--- config.mk ---
export PLATFORM = sky130hd
export DESIGN_NAME = mem_2r2w_ctrl
export DESIGN_NICKNAME = d
export VERILOG_FILES = /design/src/rtl/mem_2r2w_ctrl_pkg.sv /design/src/rtl/mem_2r2w_ctrl_shift.sv /design/src/rtl/mem_2r2w_ctrl.sv
export SDC_FILE = /design/constraint.sdc
export NUM_CORES = 1
export LEC_CHECK = 0
export CAP_MARGIN = 25
export CORE_UTILIZATION = 23
export DETAILED_ROUTE_END_ITERATION = 6
export PLACE_DENSITY = 0.84
export SLEW_MARGIN = 40
export SYNTH_ARGS = -nofsm -noshare
export SYNTH_HDL_FRONTEND = slang
export SYNTH_SLANG_ARGS = --single-unit
--- constraint.sdc ---
create_clock -name clk -period 2.6 [get_ports clk]
set_input_delay 0.52 -clock clk [delete_from_list [all_inputs] [get_ports clk]]
set_output_delay 0.52 -clock clk [all_outputs]
set_load 0.05 [all_outputs]
--- src/rtl/mem_2r2w_ctrl_pkg.sv ---
// Shared types and helpers for the 2R2W SRAM front-end controller.
package mem_2r2w_ctrl_pkg;

   typedef enum logic [1:0] {
      IDLE = 2'd0,
      INIT = 2'd1,
      RUN  = 2'd2
   } state_t;

   // Init pattern for one word; the caller truncates to the data width.
   function automatic int init_val(input int addr, input int strt, input int incr);
      return strt + addr * incr;
   endfunction

endpackage

--- src/rtl/mem_2r2w_ctrl_shift.sv ---
// Fixed-latency delay line for {valid, bypass_hit, bypass_data}; DELAY=0 is a wire.
module mem_2r2w_ctrl_shift #(
   parameter int BITDATA = 1,
   parameter int DELAY   = 0
) (
   input  logic               clk,
   input  logic               rst,
   input  logic               vld_in,
   input  logic               hit_in,
   input  logic [BITDATA-1:0] dat_in,
   output logic               vld_out,
   output logic               hit_out,
   output logic [BITDATA-1:0] dat_out
);

   localparam int W    = BITDATA + 2;
   localparam int NP   = (DELAY == 0) ? 1 : DELAY;
   localparam int LAST = (DELAY == 0) ? 0 : DELAY - 1;

   logic [W-1:0]         din;
   logic [W-1:0]         dout;
   logic [NP-1:0][W-1:0] pipe;

   assign din = {vld_in, hit_in, dat_in};

   always_ff @(posedge clk or negedge rst) begin
      if (!rst) begin
         pipe <= '0;
      end else begin
         pipe[0] <= din;
         for (int i = 1; i < NP; i++) pipe[i] <= pipe[i-1];
      end
   end

   assign dout = (DELAY == 0) ? din : pipe[LAST];
   assign {vld_out, hit_out, dat_out} = dout;

endmodule

--- src/rtl/mem_2r2w_ctrl.sv ---
// 2R2W SRAM front-end: post-reset init, write collision resolve, latency-aligned read return.
// Optional same-cycle write-to-read bypass: define MEM_2R2W_CTRL_BYPASS_EN.
//
//  state | meaning
//  IDLE  | waiting for mem_ready after reset
//  INIT  | writing init pattern, one word per cycle on port 2
//  RUN   | serving client requests (terminal until reset)
module mem_2r2w_ctrl
   import mem_2r2w_ctrl_pkg::*;
#(
   parameter int NUMADDR    = 8,
   parameter int BITADDR    = 3,
   parameter int BITDATA    = 1,
   parameter int SRAM_DELAY = 0,
   parameter int RSTINIT    = 0,
   parameter int RSTSTRT    = 0,
   parameter int RSTINCR    = 0
) (
   input  logic               clk,
   input  logic               rst,
   output logic               ready,
   output logic               err_drop,
   input  logic               rd_req_0,
   input  logic [BITADDR-1:0] rd_adr_0,
   output logic               rd_vld_0,
   output logic [BITDATA-1:0] rd_dout_0,
   input  logic               rd_req_1,
   input  logic [BITADDR-1:0] rd_adr_1,
   output logic               rd_vld_1,
   output logic [BITDATA-1:0] rd_dout_1,
   input  logic               wr_req_2,
   input  logic [BITADDR-1:0] wr_adr_2,
   input  logic [BITDATA-1:0] wr_din_2,
   input  logic               wr_req_3,
   input  logic [BITADDR-1:0] wr_adr_3,
   input  logic [BITDATA-1:0] wr_din_3,
   input  logic               mem_ready,
   output logic               mem_read_0,
   output logic [BITADDR-1:0] mem_rd_adr_0,
   input  logic [BITDATA-1:0] mem_rd_dout_0,
   output logic               mem_read_1,
   output logic [BITADDR-1:0] mem_rd_adr_1,
   input  logic [BITDATA-1:0] mem_rd_dout_1,
   output logic               mem_write_2,
   output logic [BITADDR-1:0] mem_wr_adr_2,
   output logic [BITDATA-1:0] mem_wr_din_2,
   output logic               mem_write_3,
   output logic [BITADDR-1:0] mem_wr_adr_3,
   output logic [BITDATA-1:0] mem_wr_din_3,
   output logic [BITADDR-1:0] mem_select_adr
);

   state_t             state, state_nxt;
   logic [BITADDR-1:0] cnt;
   logic               cnt_last;
   logic               any_req;
   logic               hit_0, hit_1;
   logic [BITDATA-1:0] byp_0, byp_1;
   logic               s_vld_0, s_hit_0, s_vld_1, s_hit_1;
   logic [BITDATA-1:0] s_dat_0, s_dat_1;

   assign cnt_last       = (cnt == BITADDR'(NUMADDR - 1));
   assign any_req        = rd_req_0 | rd_req_1 | wr_req_2 | wr_req_3;
   assign mem_select_adr = '0;

   always_ff @(posedge clk or negedge rst) begin
      if (!rst) state <= IDLE;
      else      state <= state_nxt;
   end

   always_comb begin
      state_nxt = state;
      case (state)
         IDLE:    if (mem_ready) state_nxt = (RSTINIT != 0) ? INIT : RUN;
         INIT:    if (cnt_last)  state_nxt = RUN;
         RUN:     state_nxt = RUN;
         default: state_nxt = IDLE;
      endcase
   end

   always_ff @(posedge clk or negedge rst) begin
      if (!rst) begin
         ready    <= 1'b0;
         err_drop <= 1'b0;
         cnt      <= '0;
      end else begin
         ready <= (state == RUN);
         if (state == INIT) cnt <= cnt + 1'b1;
         if (!ready && any_req) err_drop <= 1'b1;
      end
   end

   // Client traffic is gated by the registered ready, so ready=0 always means dropped.
   always_comb begin
      mem_read_0   = 1'b0;
      mem_rd_adr_0 = '0;
      mem_read_1   = 1'b0;
      mem_rd_adr_1 = '0;
      mem_write_2  = 1'b0;
      mem_wr_adr_2 = '0;
      mem_wr_din_2 = '0;
      mem_write_3  = 1'b0;
      mem_wr_adr_3 = '0;
      mem_wr_din_3 = '0;
      if (state == INIT) begin
         mem_write_2  = 1'b1;
         mem_wr_adr_2 = cnt;
         mem_wr_din_2 = BITDATA'(init_val(int'(cnt), RSTSTRT, RSTINCR));
      end else if (ready) begin
         mem_read_0   = rd_req_0;
         mem_rd_adr_0 = rd_adr_0;
         mem_read_1   = rd_req_1;
         mem_rd_adr_1 = rd_adr_1;
         mem_write_2  = wr_req_2 && !(wr_req_3 && (wr_adr_3 == wr_adr_2));
         mem_wr_adr_2 = wr_adr_2;
         mem_wr_din_2 = wr_din_2;
         mem_write_3  = wr_req_3;
         mem_wr_adr_3 = wr_adr_3;
         mem_wr_din_3 = wr_din_3;
      end
   end

`ifdef MEM_2R2W_CTRL_BYPASS_EN
   always_comb begin
      hit_0 = 1'b0;
      byp_0 = '0;
      hit_1 = 1'b0;
      byp_1 = '0;
      if (mem_read_0 && mem_write_3 && (mem_wr_adr_3 == rd_adr_0)) begin
         hit_0 = 1'b1;
         byp_0 = mem_wr_din_3;
      end else if (mem_read_0 && mem_write_2 && (mem_wr_adr_2 == rd_adr_0)) begin
         hit_0 = 1'b1;
         byp_0 = mem_wr_din_2;
      end
      if (mem_read_1 && mem_write_3 && (mem_wr_adr_3 == rd_adr_1)) begin
         hit_1 = 1'b1;
         byp_1 = mem_wr_din_3;
      end else if (mem_read_1 && mem_write_2 && (mem_wr_adr_2 == rd_adr_1)) begin
         hit_1 = 1'b1;
         byp_1 = mem_wr_din_2;
      end
   end
`else
   assign hit_0 = 1'b0;
   assign byp_0 = '0;
   assign hit_1 = 1'b0;
   assign byp_1 = '0;
`endif

   mem_2r2w_ctrl_shift #(.BITDATA(BITDATA), .DELAY(SRAM_DELAY)) u_shift_0 (
      .clk(clk), .rst(rst),
      .vld_in(mem_read_0), .hit_in(hit_0), .dat_in(byp_0),
      .vld_out(s_vld_0), .hit_out(s_hit_0), .dat_out(s_dat_0)
   );

   mem_2r2w_ctrl_shift #(.BITDATA(BITDATA), .DELAY(SRAM_DELAY)) u_shift_1 (
      .clk(clk), .rst(rst),
      .vld_in(mem_read_1), .hit_in(hit_1), .dat_in(byp_1),
      .vld_out(s_vld_1), .hit_out(s_hit_1), .dat_out(s_dat_1)
   );

   assign rd_vld_0  = s_vld_0;
   assign rd_dout_0 = s_vld_0 ? (s_hit_0 ? s_dat_0 : mem_rd_dout_0) : '0;
   assign rd_vld_1  = s_vld_1;
   assign rd_dout_1 = s_vld_1 ? (s_hit_1 ? s_dat_1 : mem_rd_dout_1) : '0;

endmodule

==> results.sh, run 1 <==
export IMPL_drive_gt1_share_pct=33.33
export IMPL_ys_ff_latch=3
export IMPL_setup_violations=0
export IMPL_port_buffer_count=46
export IMPL_fin_setup_tns_ps=0
export IMPL_post_cts_resized=0
export IMPL_drt_pass1_iter_count=1
export IMPL_cts_buffer_depth=2
export IMPL_root_buffer="clkbuf_4"
export IMPL_cts_setup_buffers=0
export IMPL_use_met1_pct=12.68
export IMPL_pre_cts_ws_ps=483.3
export IMPL_gp_congestion=0.5981
export IMPL_synth_area_per_cell_um2=8.133
export IMPL_synth_seq_area_share_pct=24.29
export IMPL_crit_fanout=2
export IMPL_worstSetupStartpointType="input port"
export IMPL_rsz0062_at_grt="false"
export IMPL_mostFrequentLayoutCells="clkdlybuf4s50_1, and2_1, buf_4, buf_12"
export IMPL_setup_slack_ps=490.2
export IMPL_io_pins=50
export IMPL_finalClockSkew_ps=3.344
export IMPL_yosys_warnings=0
export IMPL_switching_power_mw=0.1203
export IMPL_grt_busiest_layer="met2"
export IMPL_rows=12
export IMPL_cp_required_ps=2080
export IMPL_p_per_area_mw_per_mm2=373.3
export IMPL_drtAntennaViolNets=0
export IMPL_grt_pass1_vias=344
export IMPL_fmax_mhz=474.0
export IMPL_cts_sinks=3
export IMPL_cts_tree="done"
export IMPL_critPathArrivalTime_ps=1590
export IMPL_nets=108
export IMPL_clkSlewWorstSetupHoldPaths_ps=40
export IMPL_die_area_mm2=0.001494
export IMPL_hold_violations=0
export IMPL_die_height_um=38.66
export IMPL_p_int_mw=0.1823
export IMPL_seqPwrFrac_pct=15.5
export IMPL_drtIter0Drc=0
export IMPL_cts_hold_buf=0
export IMPL_core_area_mm2=0.001171
export IMPL_grt_use_total_pct=13.69
export IMPL_maxSlewHeadroom_pct=66.34
export IMPL_netSwitchingFraction_pct=39.77
export IMPL_clock_latency_ps=230
export IMPL_yosysUniqueCellTypes=12
export IMPL_leakagePower_nw=0.3503
export IMPL_vias_per_cell=4.235
export IMPL_htreeDepth=1
export IMPL_outcome="completed"
export IMPL_grt_max_degree=22
export IMPL_post_drt_wl_per_cell_um=9.969
export IMPL_fin_crit_sh_pct=81.15
export IMPL_worst_setup_path_end_kind="output port"
export IMPL_grt_pass1_wl_um=1373
export IMPL_fin_crit_ps=2110
export IMPL_comb_power_share_pct=58.2
export IMPL_cap_violations=0
export IMPL_grt_overflow=0
export IMPL_hold_ws_ps=376.8
export IMPL_antenna_found_initial=0
export IMPL_grtUsageMet2_pct=25.42
export IMPL_wirelength_um=977
export IMPL_layout_commonest_cell="clkdlybuf4s50_1"
export IMPL_drv_slew=0
export IMPL_die_w_um=38.66
export IMPL_initial_core_util_pct=26.39
export IMPL_grt_util_met3_pct=4.624
export IMPL_cts_made_buffers=3
export IMPL_peakVddDrop_uv=302.2
export IMPL_n_fill_cell=103
export IMPL_drc=0
export IMPL_clock_power_share_pct=26.2
export IMPL_worstHoldPathType="flop to flop"
export IMPL_dr_total_vias=415
export IMPL_syn_cell_area_um2=309.0
export IMPL_tightest_slew_ps=503.3
export IMPL_path_class="input port to output port"
export IMPL_synth_cells=38
export IMPL_area_delta_synth_final_pct=162.3
export IMPL_num_antenna_cells=0
[layer usage]
layer	part of all wire (%)	vias up
met2	52	31
met4	0	0
met5	0	-
met3	14	0
met1	34	180
li1	-	204
[flip-flops by register name, summed over array words and instances, names as in the netlist]
signal    count
state         1
err_drop      1
ready         1
[through the flow]
| step | power [mW] | utilization, % | instance area (um2) | instances |
|---|---|---|---|---|
| after floorplan | 0.1458 | - | 316.6 | 40 |
| after global placement | 0.2243 | 66.99 | 784.5 | 94 |
| after detailed placement | 0.2248 | 66.99 | 784.5 | 94 |
| after CTS | 0.3077 | 69.23 | 810.8 | 98 |
| after global routing | 0.3142 | 69.23 | 810.8 | 98 |
| final | 0.3026 | 69.23 | 810.8 | 98 |
[worst max-delay path, stage by stage]
cell	delay (ps)
clkdlybuf4s50_1	440
xnor2_1	140
a41oi_1	320
buf_12	180
[power by group through the flow]
| stage | logic [mW] | registers (mW) | clock network [mW] |
|---|---|---|---|
| 3_3_place_gp | 0.177 | 0.0476 | 0 |
| 5_1_grt | 0.183 | 0.0469 | 0.0840 |
| 6_report | 0.176 | 0.0470 | 0.0794 |
| 3_5_place_dp | 0.177 | 0.0476 | 0 |
| 2_1_floorplan | 0.0981 | 0.0477 | 0 |
| 4_1_cts | 0.177 | 0.0470 | 0.0832 |
[cell usage after synthesis (all sizes together)]
library cell	instances	area (um2)
o21bai	1	7.510
nor4	1	6.260
a41oi	1	8.760
conb	1	3.750
nand2	1	6.260
and2	17	106.4
and3	2	12.51
or2	1	6.260
buf	7	50.04
xnor2	3	26.28
dfrtp	3	75.07
[cell type report]
| type | count | area (um2) | area share (%) |
|---|---|---|---|
| Timing Repair Buffer | 47 | 500.5 | 61.73 |
| Multi-Input combinational cell | 30 | 191.4 | 23.61 |
| Sequential cell | 3 | 75.07 | 9.259 |
| Clock buffer | 4 | 26.28 | 3.241 |
| Tap cell | 14 | 17.52 | 2.160 |
[cell families (layout without fill, tap and decap cells)]
family	Yosys count	in the layout	share of synthesized area [%]
AO/OA/AOI/OAI	2	2	5.265
XOR/XNOR	3	3	8.504
buffers and inverters	7	51	16.19
flip-flops	3	3	24.29
other	1	3	1.213
AND/OR/NAND/NOR	22	22	44.54
[path summary, 6_finish.rpt]
kind | start | endpoint | slack, ps | cells past startpoint
setup / recovery | wr_adr_2[2] | mem_write_2 | 490 | 4
hold / removal | state[1]$_DFFE_PN0P_ | ready$_DFF_PN0_ | 380 | 0
setup reg to reg | ready$_DFF_PN0_ | err_drop$_DFFE_PN0P_ | 1820 | 2
hold reg to reg | state[1]$_DFFE_PN0P_ | ready$_DFF_PN0_ | 380 | 0
max in group asynchronous | rst | ready$_DFF_PN0_ | 1990 | 1
min in group asynchronous | rst | state[1]$_DFFE_PN0P_ | 470 | 1
No activity file was read; power rests on OpenSTA's default activity.
==> run 2: changes to the inputs <==
--- a/config.mk
+++ b/config.mk
@@ -6,9 +6,9 @@
 export NUM_CORES = 1
 export LEC_CHECK = 0
 export CAP_MARGIN = 25
-export CORE_UTILIZATION = 23
+export CORE_UTILIZATION = 21
 export DETAILED_ROUTE_END_ITERATION = 6
-export PLACE_DENSITY = 0.84
+export PLACE_DENSITY = 0.78
 export SLEW_MARGIN = 40
 export SYNTH_ARGS = -nofsm -noshare
 export SYNTH_HDL_FRONTEND = slang
==> constraint.sdc (replaced) <==
create_clock -name clk -period 1.95 [get_ports clk]
set_input_delay 0.39 -clock clk [delete_from_list [all_inputs] [get_ports clk]]
set_output_delay 0.39 -clock clk [all_outputs]
set_load 0.05 [all_outputs]
==> run 2 against run 1 <==
  * Worst setup slack worse by 400 ps
  * Routed wire length up 21%
  * Worst hold slack worse by 34 ps
  * Critical path depth down 1
  * Combinational power up 64%
  * Clock skew about the same
==> results.sh, run 2 (same netlist as run 1, synthesis figures left out) <==
export IMPL_post_cts_resized=0
export IMPL_rows=13
export IMPL_hold_ws_ps=342.6
export IMPL_grt_use_total_pct=17.03
export IMPL_path_class="flop to output port"
export IMPL_gp_congestion=0.6254
export IMPL_fin_crit_sh_pct=95.40
export IMPL_drive_gt1_share_pct=37.35
export IMPL_cts_buffer_depth=2
export IMPL_die_w_um=40.36
export IMPL_drc=0
export IMPL_fmax_mhz=537.6
export IMPL_p_per_area_mw_per_mm2=457.4
export IMPL_post_drt_wl_per_cell_um=12.04
export IMPL_dp_cells=94
export IMPL_crit_fanout=22
export IMPL_finalCoreUtilization_pct=75.89
export IMPL_rsz0062_at_grt="false"
export IMPL_fin_cells=98
export IMPL_cap_violations=0
export IMPL_dr_total_vias=415
export IMPL_grt_overflow=0
export IMPL_htreeDepth=1
export IMPL_port_buffer_count=46
export IMPL_wirelength_um=1180
export IMPL_cts_made_buffers=3
export IMPL_cts_setup_buffers=0
export IMPL_outcome="completed"
export IMPL_top_regs="err_drop (1), ready (1), state (1)"
export IMPL_maxSlewHeadroom_pct=61.06
export IMPL_root_buffer="clkbuf_4"
export IMPL_cts_sinks=3
export IMPL_hold_violations=0
export IMPL_n_fill_cell=93
export IMPL_fin_setup_tns_ps=0
export IMPL_multi_input_area_um2=201.4
export IMPL_setup_violations=0
export IMPL_register_area_um2=75.07
export IMPL_cts_tree="done"
export IMPL_cp_required_ps=1560
export IMPL_worstHoldPathType="input port to async pin"
export IMPL_io_pins=50
export IMPL_drtAntennaViolNets=0
export IMPL_drv_slew=0
export IMPL_die_height_um=40.36
export IMPL_fin_crit_ps=1860
export IMPL_die_area_mm2=0.001629
export IMPL_worst_setup_path_end_kind="output port"
export IMPL_antenna_found_initial=0
export IMPL_area_delta_synth_final_pct=227.5
export IMPL_grt_pass1_vias=410
export IMPL_critPathArrivalTime_ps=1470
export IMPL_grt_max_degree=23
export IMPL_grt_pass1_wl_um=1794
export IMPL_cts_hold_buf=0
export IMPL_drtIter0Drc=6
export IMPL_core_area_mm2=0.001334
export IMPL_clock_latency_ps=230
export IMPL_leakagePower_nw=0.4229
export IMPL_vias_per_cell=4.235
export IMPL_initial_core_util_pct=23.17
export IMPL_peakVddDrop_uv=360.5
export IMPL_drt_pass1_iter_count=4
export IMPL_worstSetupStartpointType="flop"
export IMPL_finalClockSkew_ps=2.914
export IMPL_tightest_slew_ps=584.2
export IMPL_clkSlewWorstSetupHoldPaths_ps=40
export IMPL_nets=107
export IMPL_num_antenna_cells=0
export IMPL_mostFrequentLayoutCells="clkdlybuf4s50_1, buf_12, and2_1"
[run 2: per-layer routing]
metal  up-vias  GRT usage [%]  routed length, um
met5         -              0                  0
met4         0          10.00                  0
met3         0          5.556                126
met2        29          31.35                671
met1       182          16.07                383
li1        204              -                  -
[run 2: worst max-delay path: stages, from the launching register on]
cell and delay, ps:
dfrtp_1 700, nand2_2 120, a41oi_2 240, buf_12 170
[run 2: final timing paths]
kind / from / end / slack, ps / depth (start not counted)
setup / recovery: ready$_DFF_PN0_ / mem_write_2 / 90 / 3
hold / removal: rst / err_drop$_DFFE_PN0P_ / 340 / 1
setup reg to reg: ready$_DFF_PN0_ / err_drop$_DFFE_PN0P_ / 940 / 1
hold reg to reg: state[1]$_DFFE_PN0P_ / ready$_DFF_PN0_ / 380 / 0
max in group asynchronous: rst / ready$_DFF_PN0_ / 1460 / 1
min in group clk: state[1]$_DFFE_PN0P_ / ready$_DFF_PN0_ / 380 / 0
[run 2: power breakdown]
group,switching [mW],total [mW],leakage [nW],internal [mW]
logic,0.143,0.289,0.382,0.146
clock network,0.0343,0.111,0.0150,0.0768
registers,0.0000223,0.0626,0.0262,0.0626
total,0.178,0.463,0.423,0.285
[run 2: area by class of cell]
class	instances	area share, %
well taps	15	1.854
clock buffers	4	2.596
multi-input cells	30	19.90
repair buffers	46	68.23
flip-flops and latches	3	7.417
[run 2: metrics by stage]
stage | power, mW | instance area (um2) | worst slack, ps
finish | 0.4630 | 1012 | 89.71
global route | 0.4881 | 1012 | 8.274
CTS | 0.4683 | 1012 | 97.03
detailed placement | 0.3538 | 985.9 | 163.7
global placement | 0.3510 | 985.9 | 185.5
floorplan | 0.1968 | 326.6 | 135.4
==> run 3: changes to the inputs <==
--- a/config.mk
+++ b/config.mk
@@ -9,7 +9,9 @@
 export CORE_UTILIZATION = 21
 export DETAILED_ROUTE_END_ITERATION = 6
 export PLACE_DENSITY = 0.78
+export SETUP_SLACK_MARGIN = 0.15
 export SLEW_MARGIN = 40
 export SYNTH_ARGS = -nofsm -noshare
 export SYNTH_HDL_FRONTEND = slang
 export SYNTH_SLANG_ARGS = --single-unit
+export TNS_END_PERCENT = 5
==> run 3 against run 2 <==
  * Die area unchanged
  * Routed wire length fell by 0.34%
  * Final cell count grew 2.0%
  * Maximum frequency rose by 4.9%
  * Register-to-register slack better by 120 ps
  * Clock skew about the same
  * Combinational power increased by 3%
  * Worst setup slack better by 86 ps
  * Critical path type is now input port to output port
  * Critical endpoint unchanged
==> results.sh, run 3 (same netlist as run 1, synthesis figures left out) <==
export IMPL_outcome="completed"
export IMPL_r2r_cells=2
export IMPL_port_buffer_count=46
export IMPL_cts_buffer_depth=2
export IMPL_fin_crit_sh_pct=90.98
export IMPL_area_delta_synth_final_pct=242.9
export IMPL_cts_sinks=3
export IMPL_drc=0
export IMPL_setup_violations=0
export IMPL_rows=13
export IMPL_drtAntennaViolNets=0
export IMPL_finalInstanceArea_mm2=0.001060
export IMPL_num_antenna_cells=0
export IMPL_nets=109
export IMPL_htreeDepth=1
export IMPL_grtUsageMet2_pct=33.73
export IMPL_worstSetupStartpointType="input port"
export IMPL_vias_per_cell=4.240
export IMPL_wirelength_um=1176
export IMPL_peakVddDrop_uv=299.7
export IMPL_io_pins=50
export IMPL_fmax_mhz=563.7
export IMPL_cap_violations=0
export IMPL_antenna_found_initial=0
export IMPL_worstHoldPathType="input port to async pin"
export IMPL_use_met1_pct=16.72
export IMPL_hold_violations=0
export IMPL_gp_congestion=0.6717
export IMPL_pre_cts_ws_ps=88.74
export IMPL_finalClockSkew_ps=2.692
export IMPL_grt_use_total_pct=17.37
export IMPL_drt_pass1_iter_count=2
export IMPL_post_drt_wl_per_cell_um=11.76
export IMPL_dpl_hpwl_um=1017
export IMPL_drtIter0Drc=2
export IMPL_grt_busiest_layer="met2"
export IMPL_path_class="input port to output port"
export IMPL_clock_latency_ps=230
export IMPL_fin_crit_ps=1774
export IMPL_layout_commonest_cell="buf_12"
export IMPL_grt_max_degree=13
export IMPL_drv_slew=0
export IMPL_crit_fanout=2
export IMPL_critPathArrivalTime_ps=1380
export IMPL_p_per_area_mw_per_mm2=441.9
export IMPL_placed_area_mm2=0.001012
export IMPL_leakagePower_nw=0.4527
export IMPL_setup_slack_ps=175.9
export IMPL_grt_util_met3_pct=2.778
export IMPL_cts_made_buffers=3
export IMPL_core_area_mm2=0.001334
export IMPL_die_w_um=40.36
export IMPL_mostFrequentLayoutCells="buf_12, clkdlybuf4s50_1, and2_1"
export IMPL_cts_tree="done"
export IMPL_finalPower_mw=0.4683
export IMPL_fin_setup_tns_ps=0
export IMPL_cp_required_ps=1560
export IMPL_die_area_mm2=0.001629
export IMPL_dr_total_vias=424
export IMPL_rsz0062_at_grt="true"
export IMPL_grt_pass1_wl_um=1856
export IMPL_clkSlewWorstSetupHoldPaths_ps=40
export IMPL_grt_overflow=0
export IMPL_die_height_um=40.36
export IMPL_worst_setup_path_end_kind="output port"
export IMPL_initial_core_util_pct=23.17
export IMPL_root_buffer="clkbuf_4"
export IMPL_drive_gt1_share_pct=42.35
export IMPL_top_regs="err_drop (1), ready (1), state (1)"
export IMPL_grt_pass1_vias=431
[run 3: critical path, cell delays in order]
cell	delay, ps
clkdlybuf4s50_1	460
xnor2_2	180
a41oi_4	190
buf_12	160
[run 3: layout make-up]
cell class / count / area [um2]
repair buffers: 48 / 704.4
well taps: 15 / 18.77
clock buffers: 4 / 26.28
fillers: 89 / 274.0
multi-input cells: 30 / 235.2
flip-flops and latches: 3 / 75.07
[run 3: routing by layer]
metal  wire length, um  part of all wire (%)  vias up
li1                  -                     -      205
met1               366                    31      193
met2               712                    61       24
met3                91                   7.7        2
met4                 6                  0.51        0
met5                 0                     0        -
[run 3: repair_timing]
| item | in CTS | in global routing |
|---|---|---|
| pin swaps | 1 | 0 |
| setup buffers | 0 | 0 |
| setup endpoints to repair | 1 | 2 |
| resized for setup | 6 | 1 |
| hold buffers | 0 | 0 |
[run 3: path summary, 6_finish.rpt]
check / from / end / slack (ps)
worst max register to register: ready$_DFF_PN0_ / err_drop$_DFFE_PN0P_ / 1060
max in group asynchronous: rst / state[1]$_DFFE_PN0P_ / 1470
worst min register to register: state[1]$_DFFE_PN0P_ / ready$_DFF_PN0_ / 370
worst min-delay path: rst / err_drop$_DFFE_PN0P_ / 340
min in group clk: state[1]$_DFFE_PN0P_ / ready$_DFF_PN0_ / 370
worst max-delay path: wr_adr_3[1] / mem_write_2 / 180
[run 3: through the flow]
| stage | cells | hold WS, ps | utilization, % |
|---|---|---|---|
| after floorplan | 40 | 94.41 | - |
| after global placement | 96 | 359.9 | 75.89 |
| after detailed placement | 96 | 368.6 | 75.89 |
| after CTS | 100 | 332.1 | 79.27 |
| after global routing | 100 | 336.6 | 79.46 |
| final | 100 | 338.0 | 79.46 |
[run 3: where the power goes]
| group | total [mW] | internal, mW | leakage [nW] | switching, mW |
|---|---|---|---|---|
| Clock | 0.108 | 0.0766 | 0.0150 | 0.0314 |
| Sequential | 0.0627 | 0.0627 | 0.0262 | 0.0000173 |
| Combinational | 0.298 | 0.149 | 0.412 | 0.149 |
| Total | 0.468 | 0.288 | 0.453 | 0.180 |
